## src/rtl/vend_seq_if.sv

```systemverilog
// vend_seq_if: coin acceptor, vending FSM, dispenser and hopper signals of the vend sequencer
interface vend_seq_if;
    logic       coin_valid_i;
    logic [1:0] coin_type_i;
    logic       coin_ready_o;
    logic       reject_o;
    logic       nickle_o;
    logic       dime_o;
    logic       quarter_o;
    logic       soda_i;
    logic [2:0] change_i;
    logic       dispense_o;
    logic       dispense_done_i;
    logic       hopper_o;
    logic       hopper_ack_i;
    logic       busy_o;
    logic       err_o;
    modport slave (
        input  coin_valid_i, coin_type_i, soda_i, change_i, dispense_done_i, hopper_ack_i,
        output coin_ready_o, reject_o, nickle_o, dime_o, quarter_o, dispense_o, hopper_o,
               busy_o, err_o
    );
    modport master (
        output coin_valid_i, coin_type_i, soda_i, change_i, dispense_done_i, hopper_ack_i,
        input  coin_ready_o, reject_o, nickle_o, dime_o, quarter_o, dispense_o, hopper_o,
               busy_o, err_o
    );
endinterface

```

## src/rtl/vend_seq.sv

```systemverilog
// vend_seq: coin-to-pulse sequencer driving the soda FSM, dispenser motor and change hopper
module vend_seq #(
    parameter int TIMEOUT = 255,
    parameter int TW      = 8
) (
    input logic       clk_i,
    input logic       rst_i,
    vend_seq_if.slave bus
);
    typedef enum logic [2:0] {IDLE, COIN, DISP, PAY, PGAP, ERR} state_t;
    state_t        state, state_n;
    logic [1:0]    type_q;
    logic [2:0]    cnt;
    logic [TW-1:0] tmr;
    logic          rej_q;
    logic          accept;
    logic          expired;
    assign accept  = bus.coin_valid_i && bus.coin_ready_o;
    assign expired = tmr == TW'(TIMEOUT - 1);
    // The wait counter restarts on every state change, so it only ever counts one wait.
    always_ff @(posedge clk_i) begin
        if (rst_i) begin
            state  <= IDLE;
            type_q <= '0;
            cnt    <= '0;
            tmr    <= '0;
            rej_q  <= 1'b0;
        end else begin
            state  <= state_n;
            rej_q  <= accept && bus.coin_type_i == 2'b11;
            type_q <= accept ? bus.coin_type_i : type_q;
            cnt    <= state == COIN ? bus.change_i :
                      (state == PAY && bus.hopper_ack_i) ? cnt - 3'd1 : cnt;
            tmr    <= state_n != state ? '0 : tmr + TW'(1);
        end
    end
    always_comb begin
        state_n = state;
        case (state)
            IDLE:    state_n = (accept && bus.coin_type_i != 2'b11) ? COIN : IDLE;
            COIN:    state_n = bus.soda_i ? DISP : (bus.change_i != 3'd0 ? PAY : IDLE);
            DISP:    state_n = bus.dispense_done_i ? (cnt != 3'd0 ? PAY : IDLE) :
                               (expired ? ERR : DISP);
            PAY:     state_n = bus.hopper_ack_i ? PGAP : (expired ? ERR : PAY);
            PGAP:    state_n = cnt != 3'd0 ? PAY : IDLE;
            default: state_n = state;
        endcase
    end
    assign bus.err_o        = state == ERR;
    assign bus.coin_ready_o = state == IDLE && !bus.err_o;
    assign bus.busy_o       = state != IDLE;
    assign bus.reject_o     = rej_q;
    assign bus.nickle_o     = state == COIN && type_q == 2'b00;
    assign bus.dime_o       = state == COIN && type_q == 2'b01;
    assign bus.quarter_o    = state == COIN && type_q == 2'b10;
    assign bus.dispense_o   = state == DISP;
    assign bus.hopper_o     = state == PAY;
endmodule

```

## src/flat_wrapper.sv

```systemverilog
// flat-port wrapper written by rule: the top's interface ports become plain ports
module vend_seq_flat 
#(
    parameter int TIMEOUT = 255,
    parameter int TW      = 8
)
  (clk_i, rst_i, bus_coin_valid_i, bus_coin_type_i, bus_soda_i, bus_change_i, bus_dispense_done_i, bus_hopper_ack_i, bus_coin_ready_o, bus_reject_o, bus_nickle_o, bus_dime_o, bus_quarter_o, bus_dispense_o, bus_hopper_o, bus_busy_o, bus_err_o);
  vend_seq_if bus_i ();
  input logic clk_i;
  input logic rst_i;
  input wire logic [$bits(bus_i.coin_valid_i)-1:0] bus_coin_valid_i;
  input wire logic [$bits(bus_i.coin_type_i)-1:0] bus_coin_type_i;
  input wire logic [$bits(bus_i.soda_i)-1:0] bus_soda_i;
  input wire logic [$bits(bus_i.change_i)-1:0] bus_change_i;
  input wire logic [$bits(bus_i.dispense_done_i)-1:0] bus_dispense_done_i;
  input wire logic [$bits(bus_i.hopper_ack_i)-1:0] bus_hopper_ack_i;
  output wire logic [$bits(bus_i.coin_ready_o)-1:0] bus_coin_ready_o;
  output wire logic [$bits(bus_i.reject_o)-1:0] bus_reject_o;
  output wire logic [$bits(bus_i.nickle_o)-1:0] bus_nickle_o;
  output wire logic [$bits(bus_i.dime_o)-1:0] bus_dime_o;
  output wire logic [$bits(bus_i.quarter_o)-1:0] bus_quarter_o;
  output wire logic [$bits(bus_i.dispense_o)-1:0] bus_dispense_o;
  output wire logic [$bits(bus_i.hopper_o)-1:0] bus_hopper_o;
  output wire logic [$bits(bus_i.busy_o)-1:0] bus_busy_o;
  output wire logic [$bits(bus_i.err_o)-1:0] bus_err_o;
  assign bus_i.coin_valid_i = bus_coin_valid_i;
  assign bus_i.coin_type_i = bus_coin_type_i;
  assign bus_i.soda_i = bus_soda_i;
  assign bus_i.change_i = bus_change_i;
  assign bus_i.dispense_done_i = bus_dispense_done_i;
  assign bus_i.hopper_ack_i = bus_hopper_ack_i;
  assign bus_coin_ready_o = bus_i.coin_ready_o;
  assign bus_reject_o = bus_i.reject_o;
  assign bus_nickle_o = bus_i.nickle_o;
  assign bus_dime_o = bus_i.dime_o;
  assign bus_quarter_o = bus_i.quarter_o;
  assign bus_dispense_o = bus_i.dispense_o;
  assign bus_hopper_o = bus_i.hopper_o;
  assign bus_busy_o = bus_i.busy_o;
  assign bus_err_o = bus_i.err_o;
  vend_seq #(.TIMEOUT(TIMEOUT), .TW(TW)) u_core (.clk_i(clk_i), .rst_i(rst_i), .bus(bus_i));
endmodule
```

## config.mk

```make
export PLATFORM = sky130hd
export DESIGN_NAME = vend_seq_flat
export DESIGN_NICKNAME = d
export VERILOG_FILES = /design/src/rtl/vend_seq_if.sv /design/src/rtl/vend_seq.sv /design/src/flat_wrapper.sv
export SDC_FILE = /design/constraint.sdc
export NUM_CORES = 1
export LEC_CHECK = 0
export ABC_AREA = 1
export BUFFER_PORTS_ARGS = -buffer_cell sky130_fd_sc_hd__buf_4
export CORE_MARGIN = 4
export CORE_UTILIZATION = 30
export CTS_CLUSTER_SIZE = 24
export DETAILED_ROUTE_END_ITERATION = 8
export PLACE_DENSITY_LB_ADDON = 0.1
export SYNTH_ARGS = -nofsm -noshare
export SYNTH_HDL_FRONTEND = slang
export SYNTH_SLANG_ARGS = --single-unit
export TNS_END_PERCENT = 30
```

## constraint.sdc

```tcl
create_clock -name clk_i -period 2.1 [get_ports clk_i]
set_input_delay 0 -clock clk_i [delete_from_list [all_inputs] [get_ports clk_i]]
set_output_delay 0 -clock clk_i [all_outputs]
set_load 0.1 [all_outputs]
```

==> impl_results.html <==
<table>
<tr><th>Metric</th><th>Value</th></tr>
<tr><th colspan="2">Placed design</th></tr>
<tr><td>Gpl congestion</td><td>0.8090</td></tr>
<tr><td>Buffers on Ports</td><td>19</td></tr>
<tr><td>Detailed placer's ending HPWL</td><td>1854 microns</td></tr>
<tr><td>Area post-placement</td><td>0.001271 sq mm</td></tr>
<tr><td>Placement-stage worst setup slack</td><td>0.4910 ns</td></tr>
<tr><td>Placed insts</td><td>207</td></tr>
<tr><th colspan="2">Critical path</th></tr>
<tr><td>R2r endpoint</td><td>u_core.tmr[4]$_SDFF_PP0_</td></tr>
<tr><td>Worst path max stage delay</td><td>0.52 ns</td></tr>
<tr><td>CP max FO</td><td>6</td></tr>
<tr><td>Number of cell instances on the worst register-to-register path</td><td>11</td></tr>
<tr><td>Worst path required time</td><td>2.10 ns</td></tr>
<tr><td>Crit path kind</td><td>reg2out</td></tr>
<tr><td>Launch point of the worst reg-to-reg path</td><td>u_core.cnt[0]$_SDFFE_PP0P_</td></tr>
<tr><td>CP delay by family, top</td><td>flip-flops</td></tr>
<tr><td>Category of the worst setup path launch point</td><td>flop</td></tr>
<tr><td>Worst reg2reg setup slack</td><td>0.50 ns</td></tr>
<tr><td>Worst path bufs/invs</td><td>2</td></tr>
<tr><td>Crit path from</td><td>u_core.state[0]$_SDFF_PP0_</td></tr>
<tr><td>Library cell appearing most often on the critical path</td><td>nand2_2</td></tr>
<tr><td>Arrival time at the worst endpoint</td><td>1.61 ns</td></tr>
<tr><td>Sequence of cells on the critical path</td><td>inv_2 &gt; nand2_2 &gt; nand2_2 &gt; nor2_1 &gt; buf_4</td></tr>
<tr><td>End point of the critical path</td><td>bus_err_o</td></tr>
<tr><td>Crit. path cell count</td><td>5</td></tr>
<tr><td>Critical Path Slowest Stage Cell</td><td>dfxtp_1</td></tr>
<tr><td>Element type at the critical path end</td><td>primary output</td></tr>
<tr><th colspan="2">Global route</th></tr>
<tr><td>Overall global routing resource usage</td><td>11.19%</td></tr>
<tr><td>Number of antenna violations at the first check in global routing</td><td>0</td></tr>
<tr><td>Via count of the first global-routing pass</td><td>888</td></tr>
<tr><td>Largest net degree at the start of global routing</td><td>11</td></tr>
<tr><td>Global routing met2 resource utilization</td><td>17.01%</td></tr>
<tr><td>Global route total overflow</td><td>0</td></tr>
<tr><td>Global route hottest layer</td><td>met2</td></tr>
<tr><td>Met1 routing resource usage after global routing</td><td>15.31%</td></tr>
<tr><td>First-pass GRT wire length</td><td>3919 microns</td></tr>
<tr><td>Met3 layer usage reported by global route</td><td>2.163%</td></tr>
<tr><th colspan="2">STA</th></tr>
<tr><td>Slack of the critical path</td><td>0.4876 ns</td></tr>
<tr><td>Unrepaired setup endpoints after global routing</td><td>no</td></tr>
<tr><td>Number of endpoints failing setup at the final stage</td><td>0</td></tr>
<tr><td>Max Clock Freq</td><td>0.6202 GHz</td></tr>
<tr><td>Final slew viol count</td><td>0</td></tr>
<tr><td>Final cycle utilization of the critical path</td><td>76.78%</td></tr>
<tr><td>Tightest Pin Transition</td><td>0.3131 ns</td></tr>
<tr><td>Fin crit period</td><td>1.612 ns</td></tr>
<tr><td>Final Hold Violating Endpoints</td><td>0</td></tr>
<tr><td>Setup clock skew after layout</td><td>0.004223 ns</td></tr>
<tr><td>Slew Limit Headroom</td><td>79.10%</td></tr>
<tr><th colspan="2">Yosys</th></tr>
<tr><td>Fraction of the yosys area taken by sequential cells</td><td>31.85%</td></tr>
<tr><td>Proportion of synthesized area in mux cells</td><td>0%</td></tr>
<tr><td>Number of warning messages in the yosys log</td><td>0</td></tr>
<tr><td>Main flop type after synthesis</td><td>dfxtp_1</td></tr>
<tr><td>Share of synthesized registers carrying an async set or reset</td><td>0%</td></tr>
<tr><td>Share of the synthesized area in compound gates (AO/OA/AOI/OAI)</td><td>7.143%</td></tr>
<tr><td>Net count after synthesis</td><td>157</td></tr>
<tr><td>Combinational family with the most area after synthesis</td><td>simple AND/OR/NAND/NOR gates</td></tr>
<tr><td>Count leader, synth</td><td>nand2_1</td></tr>
<tr><td>Commonest cells in the netlist</td><td>nand2_1 (24), dfxtp_1 (17), inv_1 (15)</td></tr>
<tr><td>Xor/xnor share of the synthesized area</td><td>4.918%</td></tr>
<tr><td>Post-Synthesis Cells</td><td>142</td></tr>
<tr><td>Share of synthesized cell area in and, or, nand and nor gates</td><td>42.97%</td></tr>
<tr><td>Post-Synth Adder-Cell Area</td><td>4.684%</td></tr>
<tr><td>Number of synthesized register bits</td><td>17</td></tr>
<tr><td>Largest area contributor in the netlist</td><td>dfxtp_1</td></tr>
<tr><td>Area of the mapped netlist</td><td>0.001069 sq mm</td></tr>
<tr><td>Number of synthesized flops with an enable pin</td><td>0</td></tr>
<tr><td>Distinct cell type count of the synthesized netlist</td><td>26</td></tr>
<tr><td>Post-Synthesis Mean Instance Area</td><td>7.525 sq um</td></tr>
<tr><td>Area share of the leading cell type in the synthesized netlist</td><td>31.85%</td></tr>
<tr><td>Most area-consuming cells after synthesis</td><td>dfxtp_1 (32%), nand2_1 (8.4%), nor3_2 (7.5%), inv_1 (5.3%), nand3_1 (5.2%)</td></tr>
<tr><th colspan="2">Floorplan</th></tr>
<tr><td>Total die area</td><td>0.004581 sq mm</td></tr>
<tr><td>Initial standard-cell utilization of the core</td><td>31.52%</td></tr>
<tr><td>Num ports</td><td>20</td></tr>
<tr><td>Std cell rows</td><td>21</td></tr>
<tr><td>Placeable core area</td><td>0.003390 sq mm</td></tr>
<tr><td>Height of the die</td><td>67.68 microns</td></tr>
<tr><td>Chip width</td><td>67.68 microns</td></tr>
<tr><th colspan="2">Run</th></tr>
<tr><td>Maximum Capacitance Violations</td><td>0</td></tr>
<tr><th colspan="2">Drt</th></tr>
<tr><td>Vias per cell</td><td>4.383</td></tr>
<tr><td>DRC errors left</td><td>0</td></tr>
<tr><td>Final routed wire length divided by cell count</td><td>10.50 microns</td></tr>
<tr><td>Length of the first detailed-routing pass in iterations</td><td>4</td></tr>
<tr><td>Final WL</td><td>2248 microns</td></tr>
<tr><td>Number of design-rule violations left by the first detailed-router iteration</td><td>39</td></tr>
<tr><td>Final ANT Viol Nets</td><td>0</td></tr>
<tr><td>Count of vias placed by the detailed router</td><td>938</td></tr>
<tr><th colspan="2">Clock network</th></tr>
<tr><td>TritonCTS buffer count</td><td>3</td></tr>
<tr><td>Clock net sink count</td><td>17</td></tr>
<tr><td>Post-CTS sizing</td><td>0</td></tr>
<tr><td>Number of buffers between clock root and the deepest sink</td><td>2</td></tr>
<tr><td>Insertion delay of the later-clocked pin in the worst-skew pair</td><td>0.29 ns</td></tr>
<tr><td>Clock transition at the register clock pins on the worst setup and hold paths after CTS</td><td>0.11 ns</td></tr>
<tr><td>Post-CTS Setup Inserts</td><td>0</td></tr>
<tr><td>Hold Buf Count CTS</td><td>3</td></tr>
<tr><td>H-tree lvl count</td><td>1</td></tr>
<tr><td>Clock root buffer master</td><td>clkbuf_4</td></tr>
<tr><td>CTS tree</td><td>built</td></tr>
<tr><th colspan="2">Pwr</th></tr>
<tr><td>Internal power</td><td>529.5 uW</td></tr>
<tr><td>Total power density per cell area</td><td>707.7 mW/mm^2</td></tr>
<tr><td>Sw Share</td><td>43.70%</td></tr>
<tr><td>Tot Pwr</td><td>940.4 uW</td></tr>
<tr><td>Sequential fraction of design power</td><td>39.7%</td></tr>
<tr><td>Switching power of the nets</td><td>411.0 uW</td></tr>
<tr><td>Peak ir drop on the vdd network</td><td>0.2169 mV</td></tr>
<tr><td>Lkg Pwr</td><td>0.5782 nW</td></tr>
<tr><td>Logic gate share of total power</td><td>41.1%</td></tr>
<tr><td>Relative contribution of the clock network to total power</td><td>19.3%</td></tr>
<tr><th colspan="2">Final layout</th></tr>
<tr><td>Ant. Diodes</td><td>0</td></tr>
<tr><td>Number of fill cells in the layout</td><td>357</td></tr>
<tr><td>Nets</td><td>184</td></tr>
<tr><td>Fraction of layout instances using a drive strength above 1</td><td>33.93%</td></tr>
<tr><td>Area of all placed cells without fillers</td><td>0.001329 sq mm</td></tr>
<tr><td>Fin cells</td><td>214</td></tr>
<tr><td>Syn-to-layout area delta</td><td>24.36%</td></tr>
<tr><th colspan="2">Worst hold path</th></tr>
<tr><td>Worst min-delay path class</td><td>in2reg</td></tr>
<tr><td>Worst hold start</td><td>bus_coin_type_i[0]</td></tr>
<tr><th colspan="2">Status</th></tr>
<tr><td>Run status</td><td>finished clean</td></tr>
</table>
-- how the worst min path moves through the flow --
stage	cells after the start	slack, ns	to
after floorplan	1	0.07	u_core.state[0]$_SDFF_PP0_
after global placement	2	0.23	u_core.state[0]$_SDFF_PP0_
after detailed placement	2	0.23	u_core.state[0]$_SDFF_PP0_
after CTS	3	0.0007	u_core.type_q[0]$_SDFFE_PP0P_
after global routing	3	0.04	u_core.bus.reject_o$_SDFF_PP0_
final	3	0.004	u_core.type_q[0]$_SDFFE_PP0P_
-- power groups by stage --
stage | logic (mW) | registers [mW] | clock network [mW]
floorplan | 0.303 | 0.380 | 0
global placement | 0.385 | 0.381 | 0
detailed placement | 0.388 | 0.381 | 0
CTS | 0.394 | 0.373 | 0.190
global route | 0.427 | 0.377 | 0.203
finish | 0.386 | 0.373 | 0.181
-- registers in the layout, indices dropped and copies added (netlist names) --
register	count
u_core.bus.reject_o	1
u_core.cnt	3
u_core.state	3
u_core.tmr	8
u_core.type_q	2
-- per-stage QoR --
| step | utilization [%] | setup TNS (ns) | hold WS, ns |
|---|---|---|---|
| 3_3_place_gp | 37.50 | 0 | 0.2264 |
| 4_1_cts | 39.20 | 0 | 0.0007352 |
| 3_5_place_dp | 37.50 | 0 | 0.2251 |
| 2_1_floorplan | - | -1.802 | 0.07238 |
| 6_report | 39.20 | 0 | 0.004487 |
| 5_1_grt | 39.20 | 0 | 0.03599 |
-- layer usage --
layer  routed length, microns  vias up
li1                         -      514
met1                     1137      402
met2                      962       18
met3                      119        4
met4                       29        0
met5                        0        -
-- placed cells by master, fill, tap and decap left out, types with 2 or more instances in the layout --
cell	n
nand3_2	3
ha_1	4
xor2_1	4
dfxtp_1	17
nand4_1	4
a21oi_1	4
nand2_2	5
xnor2_1	2
o21ai_0	5
buf_4	19
inv_2	6
nand3_4	2
nand2_1	24
clkinv_2	2
nor2_1	9
inv_1	15
nand3_1	11
o21ai_1	3
clkbuf_4	3
dlygate4sd3_1	3
nor3_2	8
nor3_1	4
nor2_2	5
-- kinds of logic after synthesis --
| kind of cell | Yosys count |
|---|---|
| xor gates and xnor gates | 6 |
| buffers and inverters | 23 |
| DFF | 17 |
| AOI/OAI and AO/OA | 14 |
| adders and majority gates | 4 |
| and+or+nand+nor | 78 |
-- worst reg2reg max path: cells and delay by family, from the launching register on --
| family | cells | cell delay (ns) |
|---|---|---|
| AND/OR/NAND/NOR | 7 | 0.70 |
| adder cells (fa/ha/maj) | 2 | 0.39 |
| flip-flops | 1 | 0.32 |
| buffers and inverters | 2 | 0.09 |
-- final cells by class --
cell class	instances	area, sq um	share of cell area, %
Timing Repair Buffer	22	172.7	12.99
Clock buffer	3	22.52	1.695
Clock inverter	1	5.005	0.3766
Multi-Input combinational cell	102	640.6	48.21
Tap cell	46	57.56	4.331
Inverter	23	90.09	6.780
Sequential cell	17	340.3	25.61
(Power assumes the default switching activity.)
